## src/rtl/leb128_decoder.sv

```systemverilog
// LEB128 decoder: assembles a signed or unsigned LEB128 byte stream
// into a WIDTH-bit value using valid/ready handshakes on both sides.
//
// Ports:
//   clk, reset            clock, synchronous active-high reset
//   in_byte/in_valid      next encoded byte, bit 7 = continuation
//   in_ready              decoder can take a byte (ACCUM state)
//   is_signed             decode mode, sampled with byte 0 of a value
//   result/result_valid   decoded value, held until result_ready
//   result_ready          consumer takes the result
//   bytes_used            bytes consumed for the current value
//   trap                  0 none, 1 too long, 2 bad final-byte bits
module leb128_decoder #(
    parameter int WIDTH = 32
) (
    input  logic             clk,
    input  logic             reset,
    input  logic [7:0]       in_byte,
    input  logic             in_valid,
    output logic             in_ready,
    input  logic             is_signed,
    output logic [WIDTH-1:0] result,
    output logic             result_valid,
    input  logic             result_ready,
    output logic [3:0]       bytes_used,
    output logic [2:0]       trap
);

    localparam int MAX_BYTES = (WIDTH + 6) / 7;
    // payload bits of the last byte that still land inside the result
    localparam int LAST_BITS = WIDTH - 7 * (MAX_BYTES - 1);
    localparam logic [3:0] LAST_IDX = 4'(MAX_BYTES - 1);
    localparam logic [6:0] TOP_ONES = 7'h7f >> (LAST_BITS - 1);

    typedef enum logic [1:0] {
        ACCUM,
        DONE,
        ERROR
    } state_t;

    state_t           r_state, w_state_n;
    logic [WIDTH-1:0] r_acc, w_acc_n;
    logic [3:0]       r_cnt, w_cnt_n;
    logic             r_signed, w_signed_n;
    logic [2:0]       r_trap, w_trap_n;

    logic [6:0]       w_payload;
    logic             w_last;
    logic             w_sgn;
    logic [6:0]       w_sh_lo;
    logic [6:0]       w_sh_hi;
    logic [WIDTH-1:0] w_shifted;
    logic [WIDTH-1:0] w_acc;
    logic [WIDTH-1:0] w_ext;
    logic [WIDTH-1:0] w_final;
    logic [6:0]       w_hi_u;
    logic [6:0]       w_hi_s;
    logic             w_bad_top;

    assign w_payload = in_byte[6:0];
    assign w_last    = (r_cnt == LAST_IDX);
    // mode comes live from the port only for byte 0
    assign w_sgn     = (r_cnt == 4'd0) ? is_signed : r_signed;
    assign w_sh_lo   = 7'(r_cnt) * 7'd7;
    assign w_sh_hi   = w_sh_lo + 7'd7;
    // shifting past WIDTH drops the excess payload bits
    assign w_shifted = {{(WIDTH-7){1'b0}}, w_payload} << w_sh_lo;
    assign w_acc     = r_acc | w_shifted;
    // all-zero on the last byte since w_sh_hi >= WIDTH there
    assign w_ext     = {WIDTH{1'b1}} << w_sh_hi;
    assign w_final   = (w_sgn && w_payload[6]) ? (w_acc | w_ext) : w_acc;

    // bits of the last byte above the result must be a clean extension
    assign w_hi_u    = w_payload >> LAST_BITS;
    assign w_hi_s    = w_payload >> (LAST_BITS - 1);
    assign w_bad_top = w_last && (w_sgn
                     ? (w_hi_s != 7'd0 && w_hi_s != TOP_ONES)
                     : (w_hi_u != 7'd0));

    always_comb begin
        w_state_n  = r_state;
        w_acc_n    = r_acc;
        w_cnt_n    = r_cnt;
        w_signed_n = r_signed;
        w_trap_n   = r_trap;
        unique case (r_state)
            ACCUM: begin
                if (in_valid) begin
                    if (r_cnt == 4'd0) begin
                        w_signed_n = is_signed;
                    end
                    if (in_byte[7] && w_last) begin
                        w_state_n = ERROR;
                        w_trap_n  = 3'd1;
                    end else if (in_byte[7]) begin
                        w_acc_n = w_acc;
                        w_cnt_n = r_cnt + 4'd1;
                    end else if (w_bad_top) begin
                        w_state_n = ERROR;
                        w_trap_n  = 3'd2;
                    end else begin
                        w_acc_n   = w_final;
                        w_cnt_n   = r_cnt + 4'd1;
                        w_state_n = DONE;
                    end
                end
            end
            DONE: begin
                if (result_ready) begin
                    w_acc_n   = '0;
                    w_cnt_n   = 4'd0;
                    w_state_n = ACCUM;
                end
            end
            ERROR: begin
                w_state_n = ERROR;
            end
            default: begin
                w_state_n = ACCUM;
            end
        endcase
    end

    always_ff @(posedge clk) begin
        if (reset) begin
            r_state  <= ACCUM;
            r_acc    <= '0;
            r_cnt    <= 4'd0;
            r_signed <= 1'b0;
            r_trap   <= 3'd0;
        end else begin
            r_state  <= w_state_n;
            r_acc    <= w_acc_n;
            r_cnt    <= w_cnt_n;
            r_signed <= w_signed_n;
            r_trap   <= w_trap_n;
        end
    end

    assign in_ready     = (r_state == ACCUM);
    assign result_valid = (r_state == DONE);
    assign result       = r_acc;
    assign bytes_used   = r_cnt;
    assign trap         = r_trap;

endmodule

```

## config.mk

```make
export PLATFORM = sky130hd
export DESIGN_NAME = leb128_decoder
export DESIGN_NICKNAME = d
export VERILOG_FILES = /design/src/rtl/leb128_decoder.sv
export SDC_FILE = /design/constraint.sdc
export NUM_CORES = 1
export LEC_CHECK = 0
export CAP_MARGIN = 5
export CORE_UTILIZATION = 51
export CTS_CLUSTER_DIAMETER = 30
export CTS_CLUSTER_SIZE = 14
export DETAILED_ROUTE_END_ITERATION = 8
export HOLD_SLACK_MARGIN = 0.15
export PLACE_DENSITY_LB_ADDON = 0.2
export SLEW_MARGIN = 20
export SYNTH_ARGS = -nofsm -noshare
export SYNTH_HDL_FRONTEND = slang
export SYNTH_SLANG_ARGS = --single-unit
export TNS_END_PERCENT = 20
```

## constraint.sdc

```tcl
create_clock -name clk -period 4 [get_ports clk]
set_clock_uncertainty 0.15 [all_clocks]
set_input_delay 1 -clock clk [delete_from_list [all_inputs] [get_ports clk]]
set_output_delay 1 -clock clk [all_outputs]
set_load 0.02 [all_outputs]
```

==> results.tsv, run 1 <==
metric	value	unit
dr.pass1.iters	7	
cts_buffer_depth	2	
post_cts_buffers	0	
io_buffer_count	52	
ys.flop_type	dfxtp_1	
crit_arrival	3.78	ns
grt_setup_unrepaired	false	
postCtsHoldBufs	0	
worst_pin_slew	0.6761	ns
ys_seq_area_frac	0.3232	
critical_path_required	4.04	ns
final_max_slew_viol_count	0	
async_reset_ff_frac	0	
internal-power	0.7180	mW
grtUsageMet2	0.5161	
synth.largest_area_cell	dfxtp_1	
seqPwrFrac	0.395	
grt_max_degree	30	
endpoint_kind	flip-flop	
ys_warn_count	0	
synth.avg_cell_area	7.815	µm²
met1_usage	0.4095	
cpPeakStageDelay	0.52	ns
worstPathCellList	inv_1 > fa_1 > inv_1 > ha_1 > ha_1 > nand3_1 > and3_1 > nor2_1 > nand2_1 > o31ai_1 > a21oi_1	
finalHoldViolCount	0	
period_share	0.9369	
synthCells	325	
path_class	reg -> reg	
antenna_left	0	
cts_buffers	5	
dieArea	0.005266	mm²
peakVddDrop	268.3	µV
globalRouteMet3Util	0.09807	
fmax	266.8	MHz
nets	417	
core_region_area	0.004755	mm²
setup_tns	0	ns
ios	54	
cts-root-buf	clkbuf_8	
net-switching-power	0.4108	mW
num_vias	2771	
first_global_vias	2714	
synth_nets	355	
slew_headroom	0.5445	
synth.distinct_cells	54	
cts.sinks	41	
synthTopCellsByArea	dfxtp_1 32%, ha_1 6.9%, nor2_1 6.1%	
place_hpwl	5859	µm
drt_iter0_markers	230	
std_cell_rows	25	
syn_to_final_growth	30.59	%
via_per_inst	6.090	
dp_worst_setup_slack	0.2855	ns
power.share.clock	0.267	
power.leakage	1.299	nW
start_util	0.5342	
status	finished clean	
finalCriticalPeriod	3.748	ns
routedWlPerCell	17.58	µm
setup_viol	0	
gr-usage-all-layers	0.3262	
busiest_layer	met2	
syn_area	0.002540	mm²
grt_pass1_wl	13110	µm
combPwrFrac	0.338	
totalWireLength	8001	µm
hold_class	reg -> reg	
tritoncts	yes	
worst_slack	0.2523	ns
grt_antenna_before_repair	0	
cts.repair.resized	0	
grt_overflow	0	
synth_edf_count	0	
place_congestion	0.9527	
synth_top_area_frac	0.3232	
drive_gt1_frac	0.08505	
powerDensity	340.3	mW/mm²
swShare	0.3639	
dieHeight	72.57	µm
startpoint_type	flip-flop	
diodes	0	
ys_ff_latch	41	
cts-htree-levels	2	
drv_cap	0	
path_clk_slew	0.09	ns
cp_slowest_cell	dfxtp_1	
cp_max_fo	9	
die_x	72.57	µm
clock_latency	0.31	ns
drc	0	
-- sequential cells by signal, indices dropped and copies added, names as in the netlist --
register and cells:
result 32, bytes_used 4, r_state 2, trap 2, r_signed 1
-- final timing paths --
path                 start  depth (start not counted)          to  slack, ns
min             result[31]                          2  result[31]       0.32
min reg2reg     result[31]                          2  result[31]       0.32
max reg2reg  bytes_used[3]                         11  result[28]       0.25
max          bytes_used[3]                         11  result[28]       0.25
-- cell type report --
| class | count | area (µm²) |
|---|---|---|
| Clock inverter | 2 | 13.76 |
| Fill cell | 435 | 1438 |
| Tap cell | 67 | 83.83 |
| Multi-Input combinational cell | 249 | 1582 |
| Inverter | 19 | 71.32 |
| Clock buffer | 6 | 82.58 |
| Sequential cell | 41 | 820.8 |
| Timing Repair Buffer | 71 | 663.1 |
-- power by group through the flow --
stage,logic [mW],clock network (mW),registers [mW]
2_1_floorplan,0.200,0,0.480
3_3_place_gp,0.365,0,0.455
3_5_place_dp,0.369,0,0.455
4_1_cts,0.372,0.302,0.446
5_1_grt,0.411,0.319,0.449
6_report,0.382,0.301,0.446
-- metrics by stage --
step | instances | hold WS (ns) | power (mW) | util | cell area, µm²
after floorplan | 325 | 0.3156 | 0.6803 | - | 2540
after global placement | 447 | 0.2907 | 0.8199 | 0.6763 | 3216
after detailed placement | 447 | 0.3041 | 0.8245 | 0.6763 | 3216
after CTS | 455 | 0.3240 | 1.120 | 0.6966 | 3312
after global routing | 455 | 0.3627 | 1.179 | 0.6976 | 3317
final | 455 | 0.3190 | 1.129 | 0.6976 | 3317
-- metal layers --
layer	routed length (µm)	part of all wire	vias up
li1	-	-	1310
met1	3403	0.43	1290
met2	3665	0.46	146
met3	756	0.094	25
met4	174	0.022	0
met5	0	0	-
-- cell usage after synthesis, types with 5 or more instances --
library cell	number
dfxtp_1	41
nor2_1	41
nand2_1	28
o21ai_0	28
a21oi_1	23
inv_1	18
ha_1	14
nand3_1	11
a221oi_1	10
clkbuf_1	9
nor3_1	9
a211oi_1	5
a31oi_1	5
o31ai_1	5
-- placed cells by master (no fill, tap or decap), types with 3 or more instances in the layout --
master,count
a211oi_1,5
a21oi_1,23
a221oi_1,10
a31oi_1,5
a32oi_1,3
a41oi_1,3
and2_1,4
and3_1,3
and4_1,3
buf_4,19
clkbuf_8,6
clkdlybuf4s50_1,52
dfxtp_1,41
fa_1,3
ha_1,14
inv_1,18
nand2_1,28
nand3_1,11
nand4_1,3
nor2_1,41
nor3_1,8
o21ai_0,28
o22ai_1,4
o2bb2ai_1,3
o31ai_1,5
xnor2_1,4
xor2_1,3
-- worst max-delay path: cells and delay by family (launching register included) --
| family | cells | cell delay, ns |
|---|---|---|
| compound gates | 2 | 0.39 |
| fa+ha+maj | 3 | 1.19 |
| buf+inv | 2 | 0.24 |
| flops | 1 | 0.52 |
| simple gates | 4 | 1.13 |
-- kinds of logic after synthesis --
logic type	share of synthesized area
AOI/OAI and AO/OA	0.2783
DFF	0.3232
muxes	0.007882
xor gates and xnor gates	0.02414
other	0.001476
and+or+nand+nor	0.2163
adders and majority gates	0.09261
buffers and inverters	0.05615
(Power assumes the default switching activity.)
==> run 2: changes to the inputs <==
--- a/config.mk
+++ b/config.mk
@@ -16,4 +16,4 @@
 export SYNTH_ARGS = -nofsm -noshare
 export SYNTH_HDL_FRONTEND = slang
 export SYNTH_SLANG_ARGS = --single-unit
-export TNS_END_PERCENT = 20
+export TNS_END_PERCENT = 30
==> results of run 2 <==
No change in the layout: final DEF, timing and power equal those of run 1.
==> RTL change, RTL diff (flow settings as in run 2) <==
Reset style: asynchronous (`reset`), changed in one clocked block. Comments in the files are not updated.
--- a/src/rtl/leb128_decoder.sv
+++ b/src/rtl/leb128_decoder.sv
@@ -121,7 +121,7 @@
         endcase
     end
 
-    always_ff @(posedge clk) begin
+    always_ff @(posedge clk or posedge reset) begin
         if (reset) begin
             r_state  <= ACCUM;
             r_acc    <= '0;
Function: differs if reset is asserted again (counterexample within 4 cycles, from zero or initial values and one cycle with reset high); with reset held inactive, the same outputs for 4 cycles.
==> RTL change against run 2 <==
  * Synthesized area increased by 6.8%
  * Worst setup slack improved by 0.091 ns
  * Routed wire length decreased by 6.7%
  * Sequential share of layout area increased by 5.4 points
  * Sequential cell count unchanged
  * Maximum frequency increased by 2.5%
  * Count of clock-buffer cells in the layout increased by 1
  * Non-clock buffer count decreased by 5
  * Cell area increased by 2.6%
Power is left out: the tool's default activity adds up to more than one toggle a clock period on the data nets, which glitch-free logic cannot reach.
==> RTL change: results (changes against run 2) <==
* Number of global-route vias before repair at 2412 (was 2714)
* Clock Latency Late Sink at 0.30 ns
* Hpwl dp at 5.29 mm (was 5.86 mm)
* Detail Route Antenna Nets at 0 (unchanged)
* Crit-path leading delay family: adder cells (unchanged)
* Slew @ Worst Pin at 1.01 ns (was 0.676 ns)
* First-pass GRT wire length at 12.0 mm (was 13.1 mm)
* Fillers at 448 (was 435)
* Min-delay worst type: flip-flop to flip-flop (unchanged)
* Final Net Count at 403 (was 417)
* Crit path DAT at 3.73 ns (was 3.78 ns)
* Largest net degree at the start of global routing at 42 (was 30)
* Port Buffers at 52 (unchanged)
* Count of cell types in the netlist at 51 (was 54)
* Routed via count at 2603 (was 2771)
* Routed len/inst at 16.8 µm (was 17.6 µm)
* Status: finished clean (unchanged)
* Inserted Clock Buffers at 5 (unchanged)
* N_diodes at 0 (unchanged)
* RD Place Congestion at 0.905 (was 0.953)
* Register area share after synthesis at 0.378 (was 0.323)
* Worst-path clk slew at 0.08 ns
* GRT Total Usage at 0.291 (was 0.326)
* Clock root cell: clkbuf_8 (unchanged)
* Async S/R FF share, synth at 1.00 (was 0)
* Worst Path Max Fanout at 29 (was 9)
* Htree depth at 2 (unchanged)
* Maximum clock path buffer count at 2 (unchanged)
* Top cells by area, synth: dfrtp_1 38%, a21oi_1 8.3%, ha_1 6.5% (was dfxtp_1 32%, ha_1 6.9%, nor2_1 6.1%)
* Share of layout cells above drive strength 1 at 0.0909 (was 0.0851)
* Syn_area_per_cell at 8.48 µm² (was 7.82 µm²)
* DR pass1 iterations at 5 (was 7)
* CP peak stage delay at 0.51 ns
* Post-CTS Setup Bufs at 0 (unchanged)
* Max reg flops at 32 (unchanged)
* Syn. warnings at 0 (unchanged)
* Synthesized Nets at 350 (was 355)
* Post-cts sizing count at 0 (unchanged)
* Drt initial violations at 290 (was 230)
* Final Non-Filler Cells at 444 (was 455)
* Worst path slowest cell: fa_1 (was dfxtp_1)
* Antenna violations before repair at 0 (unchanged)
* Top cells by count, synth: 46 x nor2_1, 45 x a21oi_1, 41 x dfrtp_1, 29 x nand2_1, 25 x o21ai_0 (was 41 x dfxtp_1, 41 x nor2_1, 28 x nand2_1, 28 x o21ai_0, 23 x a21oi_1)
==> RTL change: final cells by class <==
| cell class | count | area, µm² | share of cell area |
|---|---|---|---|
| inverters | 14 | 52.6 | 0.0154 |
| clock inverters | 1 | 30.0 | 0.00882 |
| multi-input cells | 245 | 1500 | 0.440 |
| clock buffers | 7 | 86.3 | 0.0254 |
| flip-flops and latches | 41 | 1030 | 0.301 |
| repair buffers | 66 | 626 | 0.184 |
| well taps | 70 | 87.6 | 0.0257 |
==> RTL change: worst paths after layout <==
| check | depth (start not counted) | slack, ns | from | to |
|---|---|---|---|---|
| setup reg to reg | 12 | 0.34 | bytes_used[3]$_DFFE_PP0P_ | result[12]$_DFFE_PP0P_ |
| hold / removal | 2 | 0.33 | result[31]$_DFFE_PP0P_ | result[31]$_DFFE_PP0P_ |
| setup / recovery | 12 | 0.34 | bytes_used[3]$_DFFE_PP0P_ | result[12]$_DFFE_PP0P_ |
| hold reg to reg | 2 | 0.33 | result[31]$_DFFE_PP0P_ | result[31]$_DFFE_PP0P_ |
| max in group asynchronous | 3 | 2.36 | reset | bytes_used[1]$_DFFE_PP0P_ |
| min in group asynchronous | 3 | 0.97 | reset | result[8]$_DFFE_PP0P_ |
==> RTL change: metal layers <==
layer	wire length, µm	share of wire	global-route usage	up-vias
li1	-	-	-	1242
met5	0	0	0	-
met2	3390	0.45	0.435	124
met1	3310	0.44	0.403	1216
met3	586	0.079	0.0669	21
met4	182	0.024	0.128	0
==> RTL change: kinds of logic after synthesis <==
logic type	count (synthesis)	share of synthesized area
buf+inv	34	0.0701
flops	41	0.378
xor+xnor	6	0.0194
simple gates	114	0.197
fa+ha+maj	17	0.0867
compound gates	106	0.243
other cells	1	0.00138
mux	1	0.00415
==> RTL change: through the flow <==
step | setup slack [ns] | area, µm² | util | hold slack, ns
global route | 0.0816 | 3400 | 0.667 | 0.375
CTS | 0.366 | 3400 | 0.667 | 0.331
finish | 0.344 | 3400 | 0.667 | 0.326
detailed placement | 0.391 | 3290 | 0.644 | 0.312
global placement | 0.458 | 3290 | 0.644 | 0.309
floorplan | 0.0765 | 2710 | - | 0.317
==> RTL change: worst register-to-register path: stages, from the launching register on <==
cell	delay (ns)
dfrtp_1	0.47
inv_1	0.18
fa_1	0.51
inv_1	0.04
ha_1	0.18
ha_1	0.35
a21oi_1	0.19
nor2b_1	0.08
or4_1	0.49
a211oi_2	0.23
buf_4	0.32
o311ai_0	0.22
a21oi_1	0.17
